### src/rtl/bcd_to_binary_if.sv
// Start/data-valid handshake bundle shared by the BCD<->binary conversion engines.
// The master drives the operand and start request; the slave returns the result and status flags.
interface bcd_to_binary_if #(
  parameter int DECIMAL_DIGITS = 4,
  parameter int OUTPUT_WIDTH   = 16
);
  logic [4*DECIMAL_DIGITS-1:0] i_bcd;
  logic                        i_start;
  logic [OUTPUT_WIDTH-1:0]     o_binary;
  logic                        o_dv;
  logic                        o_busy;
  logic                        o_error;
  logic                        o_overflow;

  modport master (
    output i_bcd, i_start,
    input  o_binary, o_dv, o_busy, o_error, o_overflow
  );

  modport slave (
    input  i_bcd, i_start,
    output o_binary, o_dv, o_busy, o_error, o_overflow
  );
endinterface

### src/rtl/bcd_to_binary.sv
// Sequential BCD-to-binary converter (reverse double-dabble), one shift per cycle.
// The result and flags are registered and presented with a one-cycle o_dv pulse.
module bcd_to_binary #(
  parameter int DECIMAL_DIGITS = 4,
  parameter int OUTPUT_WIDTH   = 16
) (
  input  logic             clk,
  input  logic             rst,
  bcd_to_binary_if.slave   bus
);
  localparam int BW = 4 * DECIMAL_DIGITS;
  localparam int SW = BW + OUTPUT_WIDTH;
  localparam int CW = $clog2(OUTPUT_WIDTH + 1);

  typedef enum logic [1:0] {s_IDLE, s_SHIFT, s_DONE} state_t;

  state_t                  state_q;
  logic [SW-1:0]           sr_q, sr_d, shifted;
  logic [CW-1:0]           ctr_q;
  logic                    err_q;
  logic                    digit_bad;
  logic [OUTPUT_WIDTH-1:0] binary_q;
  logic                    dv_q, busy_q, error_q, overflow_q;

  // NOTE: every variable assigned in always_comb gets a default first, so no path can infer a latch.
  always_comb begin
    digit_bad = 1'b0;
    for (int i = 0; i < DECIMAL_DIGITS; i++) begin
      if (bus.i_bcd[4*i +: 4] > 4'd9) digit_bad = 1'b1;
    end
  end

  always_comb begin
    shifted = sr_q >> 1;
    sr_d    = shifted;
    for (int i = 0; i < DECIMAL_DIGITS; i++) begin
      if (shifted[OUTPUT_WIDTH+4*i +: 4] >= 4'd8)
        sr_d[OUTPUT_WIDTH+4*i +: 4] = shifted[OUTPUT_WIDTH+4*i +: 4] - 4'd3;
    end
  end

  // NOTE: sequential state uses non-blocking assignments only, so every register samples pre-edge values.
  always_ff @(posedge clk) begin
    if (rst) begin
      state_q    <= s_IDLE;
      sr_q       <= '0;
      ctr_q      <= '0;
      err_q      <= 1'b0;
      binary_q   <= '0;
      dv_q       <= 1'b0;
      busy_q     <= 1'b0;
      error_q    <= 1'b0;
      overflow_q <= 1'b0;
    end else begin
      dv_q <= 1'b0;
      unique case (state_q)
        s_IDLE: begin
          if (bus.i_start) begin
            state_q <= s_SHIFT;
            busy_q  <= 1'b1;
            err_q   <= digit_bad;
            // A bad operand takes a single dummy shift of an all-zero register, giving two-cycle latency.
            if (digit_bad) begin
              sr_q  <= '0;
              ctr_q <= CW'(1);
            end else begin
              sr_q  <= {bus.i_bcd, {OUTPUT_WIDTH{1'b0}}};
              ctr_q <= CW'(OUTPUT_WIDTH);
            end
          end
        end
        s_SHIFT: begin
          sr_q  <= sr_d;
          ctr_q <= ctr_q - 1'b1;
          if (ctr_q == CW'(1)) state_q <= s_DONE;
        end
        s_DONE: begin
          binary_q   <= err_q ? '0 : sr_q[OUTPUT_WIDTH-1:0];
          error_q    <= err_q;
          overflow_q <= (sr_q[SW-1:OUTPUT_WIDTH] != '0) && !err_q;
          dv_q       <= 1'b1;
          busy_q     <= 1'b0;
          state_q    <= s_IDLE;
        end
        default: state_q <= s_IDLE;
      endcase
    end
  end

  assign bus.o_binary   = binary_q;
  assign bus.o_dv       = dv_q;
  assign bus.o_busy     = busy_q;
  assign bus.o_error    = error_q;
  assign bus.o_overflow = overflow_q;
endmodule

### src/flat_wrapper.sv
// flat-port wrapper written by rule: the top's interface ports become plain ports
module bcd_to_binary_flat 
#(
  parameter int DECIMAL_DIGITS = 4,
  parameter int OUTPUT_WIDTH   = 16
)
  (clk, rst, bus_i_bcd, bus_i_start, bus_o_binary, bus_o_dv, bus_o_busy, bus_o_error, bus_o_overflow);
  bcd_to_binary_if #(.DECIMAL_DIGITS(DECIMAL_DIGITS), .OUTPUT_WIDTH(OUTPUT_WIDTH)) bus_i ();
  input  logic clk;
  input  logic rst;
  input wire logic [$bits(bus_i.i_bcd)-1:0] bus_i_bcd;
  input wire logic [$bits(bus_i.i_start)-1:0] bus_i_start;
  output wire logic [$bits(bus_i.o_binary)-1:0] bus_o_binary;
  output wire logic [$bits(bus_i.o_dv)-1:0] bus_o_dv;
  output wire logic [$bits(bus_i.o_busy)-1:0] bus_o_busy;
  output wire logic [$bits(bus_i.o_error)-1:0] bus_o_error;
  output wire logic [$bits(bus_i.o_overflow)-1:0] bus_o_overflow;
  assign bus_i.i_bcd = bus_i_bcd;
  assign bus_i.i_start = bus_i_start;
  assign bus_o_binary = bus_i.o_binary;
  assign bus_o_dv = bus_i.o_dv;
  assign bus_o_busy = bus_i.o_busy;
  assign bus_o_error = bus_i.o_error;
  assign bus_o_overflow = bus_i.o_overflow;
  bcd_to_binary #(.DECIMAL_DIGITS(DECIMAL_DIGITS), .OUTPUT_WIDTH(OUTPUT_WIDTH)) u_core (.clk(clk), .rst(rst), .bus(bus_i));
endmodule
### config.mk
export PLATFORM = sky130hd
export DESIGN_NAME = bcd_to_binary_flat
export DESIGN_NICKNAME = d
export VERILOG_FILES = /design/src/rtl/bcd_to_binary_if.sv /design/src/rtl/bcd_to_binary.sv /design/src/flat_wrapper.sv
export SDC_FILE = /design/constraint.sdc
export NUM_CORES = 1
export LEC_CHECK = 0
export CORE_MARGIN = 1.5
export CORE_UTILIZATION = 52
export CTS_CLUSTER_DIAMETER = 30
export CTS_CLUSTER_SIZE = 8
export DETAILED_ROUTE_END_ITERATION = 10
export DONT_BUFFER_PORTS = 1
export PLACE_DENSITY_LB_ADDON = 0.25
export SYNTH_ARGS = -nofsm -noshare
export SYNTH_HDL_FRONTEND = slang
export SYNTH_SLANG_ARGS = --single-unit
### constraint.sdc
create_clock -name clk -period 1.7 [get_ports clk]
set_input_delay 0.34 -clock clk [delete_from_list [all_inputs] [get_ports clk]]
set_output_delay 0.34 -clock clk [all_outputs]
set_load 0.01 [all_outputs]
## After elaboration in Yosys (flattened, before gate mapping)

Cells that the tools add are included.

| storage, ports and cells | value |
|---|---|
| bits in registers | 60 |
| input port bits | 19 |
| output and inout port bits | 20 |
| logic and storage cells | 58 |

| cells by class | value |
|---|---|
| add/sub/neg operators | 5 |
| order comparisons | 8 |
| eq/ne operators | 5 |
| multiplexer cells | 21 |
| reduce and logical (&&, ||, !) cells | 10 |

Operator list:

| kind | count |
|---|---|
| $mux W32 | 2 |
| $pmux W32 S2 | 1 |
| $gt A4 B4 Y1 const B | 4 |
| $mux W16 | 1 |
| $mux W4 | 4 |
| $reduce_bool A16 Y1 | 1 |
| $ge A4 B4 Y1 const B | 3 |
| $sub A4 B2 Y4 const B | 3 |
| $mux W5 | 2 |
| $pmux W5 S2 | 1 |
| $reduce_and A2 Y1 | 4 |
| $mux W1 | 6 |
| $eq A5 B1 Y1 const B | 1 |
| $sub A5 B1 Y5 const B | 1 |
| $ge A3 B4 Y1 const B | 1 |
| $mux W2 | 2 |
| $pmux W2 S2 | 1 |
| $reduce_bool A2 Y1 | 2 |
| $sub A3 B2 Y4 const B | 1 |
| $eq A2 B1 Y1 const B | 1 |
| $eq A2 B2 Y1 const B | 1 |
| $logic_not A2 Y1 | 1 |
| $ne A2 B1 Y1 const B | 1 |
| $ne A2 B2 Y1 const B | 1 |
| other kinds (3) | 3 |

## Longest topological paths before layout

Gate-level depths: netlist (run 1).

| logic depth | value |
|---|---|
| word-level depth | 8 |
| gate-level depth with buffers | 6 |
| mapped depth without buffers | 6 |

## Least setup slack after synthesis (run 1)

Ideal clock, no wire load.

| timing path | value |
|---|---|
| path type | register to register |
| start | reg u_core.sr_q[21] |
| end | reg u_core.sr_q[21] |
| library setup time | 0.140 ns |
| arrival time | 1.210 ns |
| required time | 1.560 ns |
| path slack | 0.350 ns |
| stages on the path, launching flop included | 7 |
| path buffers | 0 |
| period minus slack after synthesis | 1.350 ns |
| cell sequence | dfxtp_1 > inv_1 > ha_1 > mux2i_1 > a21oi_1 > a311oi_1 > a211oi_1 |

| on the way | value |
|---|---|
| word-level cells in the longest chain between the ends | 3 |
| elaborated cells on any way between the ends | 4 |
| those cells by class | add/sub: 1; order compare: 1; mux: 2 |

Ends and longest elaborated chain:

| element | line | source |
|---|---|---|
| start, declared | bcd_to_binary.sv:18 | `logic [SW-1:0] sr_q, sr_d, shifted;` |
| start signal, assigned | bcd_to_binary.sv:67 | `sr_q <= {bus.i_bcd, {OUTPUT_WIDTH{1'b0}}};` |
| start signal, assigned | bcd_to_binary.sv:73 | `sr_q <= sr_d;` |
| $sub A4 B2 Y4 or $ge A4 B4 Y1 (tied branches) | bcd_to_binary.sv:38, bcd_to_binary.sv:37 |  |
| $mux W4 * | bcd_to_binary.sv:37 | `if (shifted[OUTPUT_WIDTH+4*i +: 4] >= 4'd8)` |
| $pmux W32 S2 * | bcd_to_binary.sv:56 | `unique case (state_q)` |

Mark *: on every way between the ends. The rest lies on a longest branch, timed or not.
A chain may end at the register's enable or synchronous reset.

## Worst setup path in the final report (run 1)

Same ends and word-level chain as after synthesis.

==> results of run 1 <==
[final cells by class]
class / count / area [um2] / share of cell area [%]
Timing Repair Buffer: 13 / 122.6 / 4.053
Inverter: 8 / 30.03 / 0.9926
Sequential cell: 60 / 1201 / 39.70
Multi-Input combinational cell: 213 / 1350 / 44.62
Tap cell: 70 / 87.58 / 2.895
Clock inverter: 5 / 82.58 / 2.730
Clock buffer: 11 / 151.4 / 5.004
[worst max-delay path: stages, from the launching register on]
cell and delay [ns]:
dfxtp_1 0.43, inv_1 0.10, ha_1 0.30, mux2i_1 0.17, a21oi_1 0.10, a311oi_1 0.26, a211oi_1 0.08
[where the power goes]
| group | switching (uW) | internal, uW | total (uW) |
|---|---|---|---|
| clock network | 575 | 911 | 1490 |
| registers | 68.0 | 1450 | 1520 |
| logic | 222 | 171 | 394 |
[final timing paths]
check | to
min | u_core.bus.o_binary[5]$_SDFFE_PP0P_
max reg2reg | u_core.sr_q[21]$_SDFFE_PP0P_
min reg2reg | u_core.ctr_q[3]$_SDFFE_PP0P_
max | u_core.sr_q[21]$_SDFFE_PP0P_
[logic make-up (layout without fill, tap and decap cells)]
group / Yosys count / in the layout / synth area share [%]
AO/OA/AOI/OAI: 86 / 86 / 20.91
AND/OR/NAND/NOR: 109 / 109 / 21.04
XOR/XNOR: 6 / 6 / 1.905
multiplexers: 4 / 4 / 1.451
buffers and inverters: 34 / 37 / 7.528
adder cells (fa/ha/maj): 8 / 8 / 3.628
flip-flops: 60 / 60 / 43.54
[synthesized netlist by cell type, types with 2 or more instances]
cell type,instances
a211oi_1,4
a211oi_2,2
a21oi_1,42
a22oi_1,23
a311oi_1,6
buf_2,6
buf_4,4
buf_6,6
clkbuf_1,8
dfxtp_1,60
ha_1,8
inv_1,8
mux2i_1,4
nand2_1,3
nand2b_1,5
nand3_1,6
nand4_1,4
nor2_1,52
nor3_1,7
nor3b_1,17
nor4_1,4
o21ai_1,4
or2_1,2
xnor2_1,6
[metrics by stage]
stage	cell area, um2	hold WS (ns)	cells
after floorplan	2759	0.4528	307
after global placement	2791	0.4126	364
after detailed placement	2791	0.4126	364
after CTS	3025	0.05604	380
after global routing	3025	0.05843	380
final	3025	0.07110	380
[registers in the layout, indices dropped and copies added, names as in the netlist]
register and flops:
u_core.bus.o_error 1, u_core.bus.o_binary 16, u_core.bus.o_busy 1, u_core.ctr_q 5, u_core.bus.o_dv 1, u_core.state_q 2
u_core.sr_q 32, u_core.err_q 1, u_core.bus.o_overflow 1
[cells in the final DEF, fill, tap and decap left out, types with 2 or more instances in the layout]
cell / count
mux2i_1: 4
bufinv_16: 2
or2_1: 2
clkbuf_8: 11
nand2_1: 3
a211oi_1: 4
nor4_1: 4
nand4_1: 4
inv_1: 8
nand2b_1: 5
nor2_1: 52
a211oi_2: 2
nor3b_1: 17
nor3_1: 7
dfxtp_1: 60
a21oi_1: 42
o21ai_1: 4
nand3_1: 6
buf_12: 2
xnor2_1: 6
a22oi_1: 23
a311oi_1: 6
buf_4: 11
ha_1: 8
[layer usage]
metal | share of wire, % | routed length (um)
met4 | 1.3 | 73
met3 | 7.3 | 422
met2 | 45 | 2616
met1 | 46 | 2672
met5 | 0 | 0
==> run summary, run 1 <==
I/O pins = 39
Post-CTS Setup Bufs = 0
Grt ovf = 0
Hold buffers post-CTS = 0
Pwr Total = 3400 uW
GR Util met1 = 28.30%
Overall global routing resource usage = 21.15%
Busiest layer in global routing = met2
Mapped Area = 0.002759 mm2
Synth top area share = 43.54%
Clock buffer count from CTS = 9
Met2 Use GR = 31.30%
Die Wd = 75.84 um
Post-route core utilization = 59.24%
WP data required = 1.91 ns
Setup TNS = 0 ns
Pre-CTS WS = 0.1712 ns
GR Util met3 = 5.688%
DR DRC count = 0
# fillers = 464
Initial antenna violation count = 0
Vias = 2,183
Register area share after synthesis = 43.54%
EDFF count, synth = 0
Worst vdd ir = 669.3 uV
Worst Clk Skew = 0.004878 ns
Synth Net Count = 334
Syn avg cell area = 8.987 um2
Slew @ Worst Pin = 0.4170 ns
Row cnt = 26
Synth top area cells = dfxtp_1, a21oi_1, nor2_1
Core ar. = 0.005107 mm2
Synth-to-layout area growth = 9.660%
Synth Instances = 307
Vias in the first global route = 1,906
RSZ-0062 raised after global routing = false
# diodes = 0
Max Clk Rate = 645.4 MHz
Final ANT Viol Nets = 0
FF-to-FF path depth = 6
First-pass GRT wire length = 9.004 mm
Max Cap Viol = 0
Post_cts resized = 0
Clock Sinks = 60
YS warnings = 0
CP max FO = 5
Worst Setup SP = u_core.sr_q[21]$_SDFFE_PP0P_
H-tree Lvls = 3
Post-DP HPWL = 3.798 mm
Ys async rst share = 0%
CP Capture Type = flip-flop
Yosys reg bits = 60
Cell leakage power = 0.001054 uW
Vias/cell = 5.745
Gpl congestion = 0.8322
Crit start category = flip-flop
Layout cell share with drive strength beyond 1 = 12.58%
Wire per inst = 15.22 um
Tmin final = 1.550 ns
Final WL = 5.784 mm
RR Startpoint = u_core.sr_q[21]$_SDFFE_PP0P_
Yosys top cell by area = dfxtp_1
CTS max path bufs = 2
WP data arrival = 1.76 ns
HP Class = in2reg
Hold Path Depth = 1
Clock Latency Late Sink = 0.33 ns
Post-route worst setup slack = 0.1505 ns
Initial core utilization = 54.02%
Worst setup path category = reg2reg
Status = complete, no violations
Primary FF master, synth = dfxtp_1
Clock Pin Slew Worst Setup and Hold Paths = 0.07 ns
Nets@finish = 332
I/O Buffers = 0
Final Slew Violations = 0
Clock root buffer = clkbuf_8
TritonCTS clock tree = done
Slew margin rel. = 71.95%
HP Start = rst
Pwr Density = 1124 mW/mm2
Die area = 0.005752 mm2
Die Y = 75.84 um
DR pass1 iterations = 4
Setup violators final = 0
Pin count of the biggest net entering global routing = 61
Tcrit/Tclk final = 91.15%
Final hold violations = 0
Yosys cell types = 40
Initial DRC count = 125
R2r setup slk = 0.15 ns
Note: power is estimated with default switching activity, not from simulation.
==> run 2: changes to the inputs <==
--- a/config.mk
+++ b/config.mk
@@ -5,7 +5,7 @@
 export SDC_FILE = /design/constraint.sdc
 export NUM_CORES = 1
 export LEC_CHECK = 0
-export CORE_MARGIN = 1.5
+export CORE_MARGIN = 5
 export CORE_UTILIZATION = 52
 export CTS_CLUSTER_DIAMETER = 30
 export CTS_CLUSTER_SIZE = 8
==> run 2 against run 1 <==
Net effect: die area is 19% higher; sequential power hardly changed; worst setup slack better by 0.028 ns; clock power is 7% higher; global-route usage is 3.0 points lower; combinational power is 1% higher; non-clock buffer count is 1 higher; maximum frequency is 1.9% higher; largest cell class unchanged; highest routed layer unchanged.
==> run summary, run 2 (synthesis results as in run 1) <==
Post_cts resized = 0
Final hold violations = 0
Worst setup path category = reg2reg
Slew margin rel. = 72.26%
R2r setup slk = 0.18 ns
First-pass GRT wire length = 10.23 mm
Synth-to-layout area growth = 10.52%
Gpl congestion = 0.7622
WP data required = 1.90 ns
DR pass1 iterations = 4
Dpl cell area = 0.002799 mm2
Post-DP HPWL = 3.927 mm
Tmin final = 1.521 ns
Worst Setup SP = u_core.sr_q[21]$_SDFFE_PP0P_
CP Capture Type = flip-flop
H-tree Lvls = 3
Final Slew Violations = 0
Nets@finish = 333
Overall global routing resource usage = 18.10%
FF-to-FF path depth = 6
Met2 wire len = 2.766 mm
Number of instances in the placed design = 365
Core ar. = 0.005140 mm2
CP max FO = 5
Commonest cells after routing, fill and taps aside = dfxtp_1, nor2_1, a21oi_1
Die Wd = 82.84 um
Wire per inst = 15.51 um
Final WL = 5.908 mm
Die area = 0.006862 mm2
Initial core utilization = 53.68%
Initial antenna violation count = 0
Setup TNS = 0 ns
RR Startpoint = u_core.sr_q[21]$_SDFFE_PP0P_
Worst Setup EP = u_core.sr_q[21]$_SDFFE_PP0P_
# diodes = 0
Tcrit/Tclk final = 89.48%
Final ANT Viol Nets = 0
RSZ-0062 raised after global routing = false
Max Cap Viol = 0
Pwr Density = 1151 mW/mm2
Vias = 2,189
Pwr Total = 3509 uW
Layout cell share with drive strength beyond 1 = 12.54%
WP data arrival = 1.73 ns
I/O pins = 39
Wire length on met1 = 2.650 mm
Most common cell after layout, fill and taps aside = dfxtp_1
Clock root buffer = clkbuf_8
Vias in the first global route = 2,157
Clock Sinks = 60
Clock Pin Slew Worst Setup and Hold Paths = 0.07 ns
Cell leakage power = 0.001064 uW
Max Clk Rate = 657.4 MHz
Post-CTS Setup Bufs = 0
Row cnt = 26
Worst vdd ir = 630.4 uV
Initial DRC count = 124
TritonCTS clock tree = done
RR Endpoint = u_core.sr_q[21]$_SDFFE_PP0P_
Vias/cell = 5.745
Slew @ Worst Pin = 0.4123 ns
DR DRC count = 0
Hold buffers post-CTS = 0
Area of the multi-input gates = 0.001350 mm2
HP Start = rst
HP Class = in2reg
Grt ovf = 0
Post-route core utilization = 59.32%
Pin count of the biggest net entering global routing = 61
Fin cells = 381
Clock buffer count from CTS = 9
Max reg flops = 32
Reg with most FFs = u_core.sr_q
Register Area = 0.001201 mm2
Hold Path Depth = 1
Worst Clk Skew = 0.003021 ns
CTS max path bufs = 2
DR WL met3 = 423 um
Final instance area = 0.003049 mm2
Crit start category = flip-flop
Uppermost layer routed = met4
Status = complete, no violations
Clock Latency Late Sink = 0.32 ns
Setup violators final = 0
Die Y = 82.84 um
# fillers = 484
I/O Buffers = 0
-- run 2: worst min-delay path by stage --
stage                                      endpoint  slack, ns
2_1_floorplan          u_core.ctr_q[3]$_SDFFE_PP0P_       0.45
3_3_place_gp           u_core.sr_q[23]$_SDFFE_PP0P_       0.41
4_1_cts                u_core.ctr_q[0]$_SDFFE_PP0P_       0.06
5_1_grt                u_core.sr_q[18]$_SDFFE_PP0P_       0.06
6_report       u_core.bus.o_binary[14]$_SDFFE_PP0P_       0.08
3_5_place_dp           u_core.ctr_q[0]$_SDFFE_PP0P_       0.42
-- run 2: through the flow --
step           worst slack, ns  hold slack [ns]
2_1_floorplan           0.3498           0.4528
3_3_place_gp            0.2534           0.4121
3_5_place_dp            0.1883           0.4164
4_1_cts                 0.1787          0.05503
5_1_grt               0.006356          0.06009
6_report                0.1789          0.08005
-- run 2: critical path, stage by stage (launching register included) --
cell and delay (ns):
dfxtp_1 0.43, inv_1 0.09, ha_1 0.31, mux2i_1 0.17, a21oi_1 0.09, a311oi_1 0.25, a211oi_1 0.08
-- run 2: area by class of cell --
class                           instances  area share [%]
Timing Repair Buffer                   14           4.268
Clock inverter                          4           3.119
Inverter                                8          0.9848
Sequential cell                        60           39.39
Clock buffer                           12           5.088
Tap cell                               70           2.872
Multi-Input combinational cell        213           44.28
-- run 2: per-layer routing --
layer | up-vias | global-route usage (%)
li1 | 1086 | -
met1 | 1041 | 23.52
met2 | 56 | 27.92
met3 | 6 | 4.851
met4 | 0 | 8.470
met5 | - | 0
-- run 2: power breakdown --
part / internal, uW / total [uW] / switching [uW]
logic: 172 / 398 / 227
clock network: 1050 / 1590 / 540
registers: 1450 / 1520 / 64.6
total: 2680 / 3510 / 831
==> run 3: changes to the inputs <==
--- a/config.mk
+++ b/config.mk
@@ -12,6 +12,7 @@
 export DETAILED_ROUTE_END_ITERATION = 10
 export DONT_BUFFER_PORTS = 1
 export PLACE_DENSITY_LB_ADDON = 0.25
+export SLEW_MARGIN = 10
 export SYNTH_ARGS = -nofsm -noshare
 export SYNTH_HDL_FRONTEND = slang
 export SYNTH_SLANG_ARGS = --single-unit
==> results of run 3 <==
No change in the layout: final DEF, timing and power equal those of run 2.
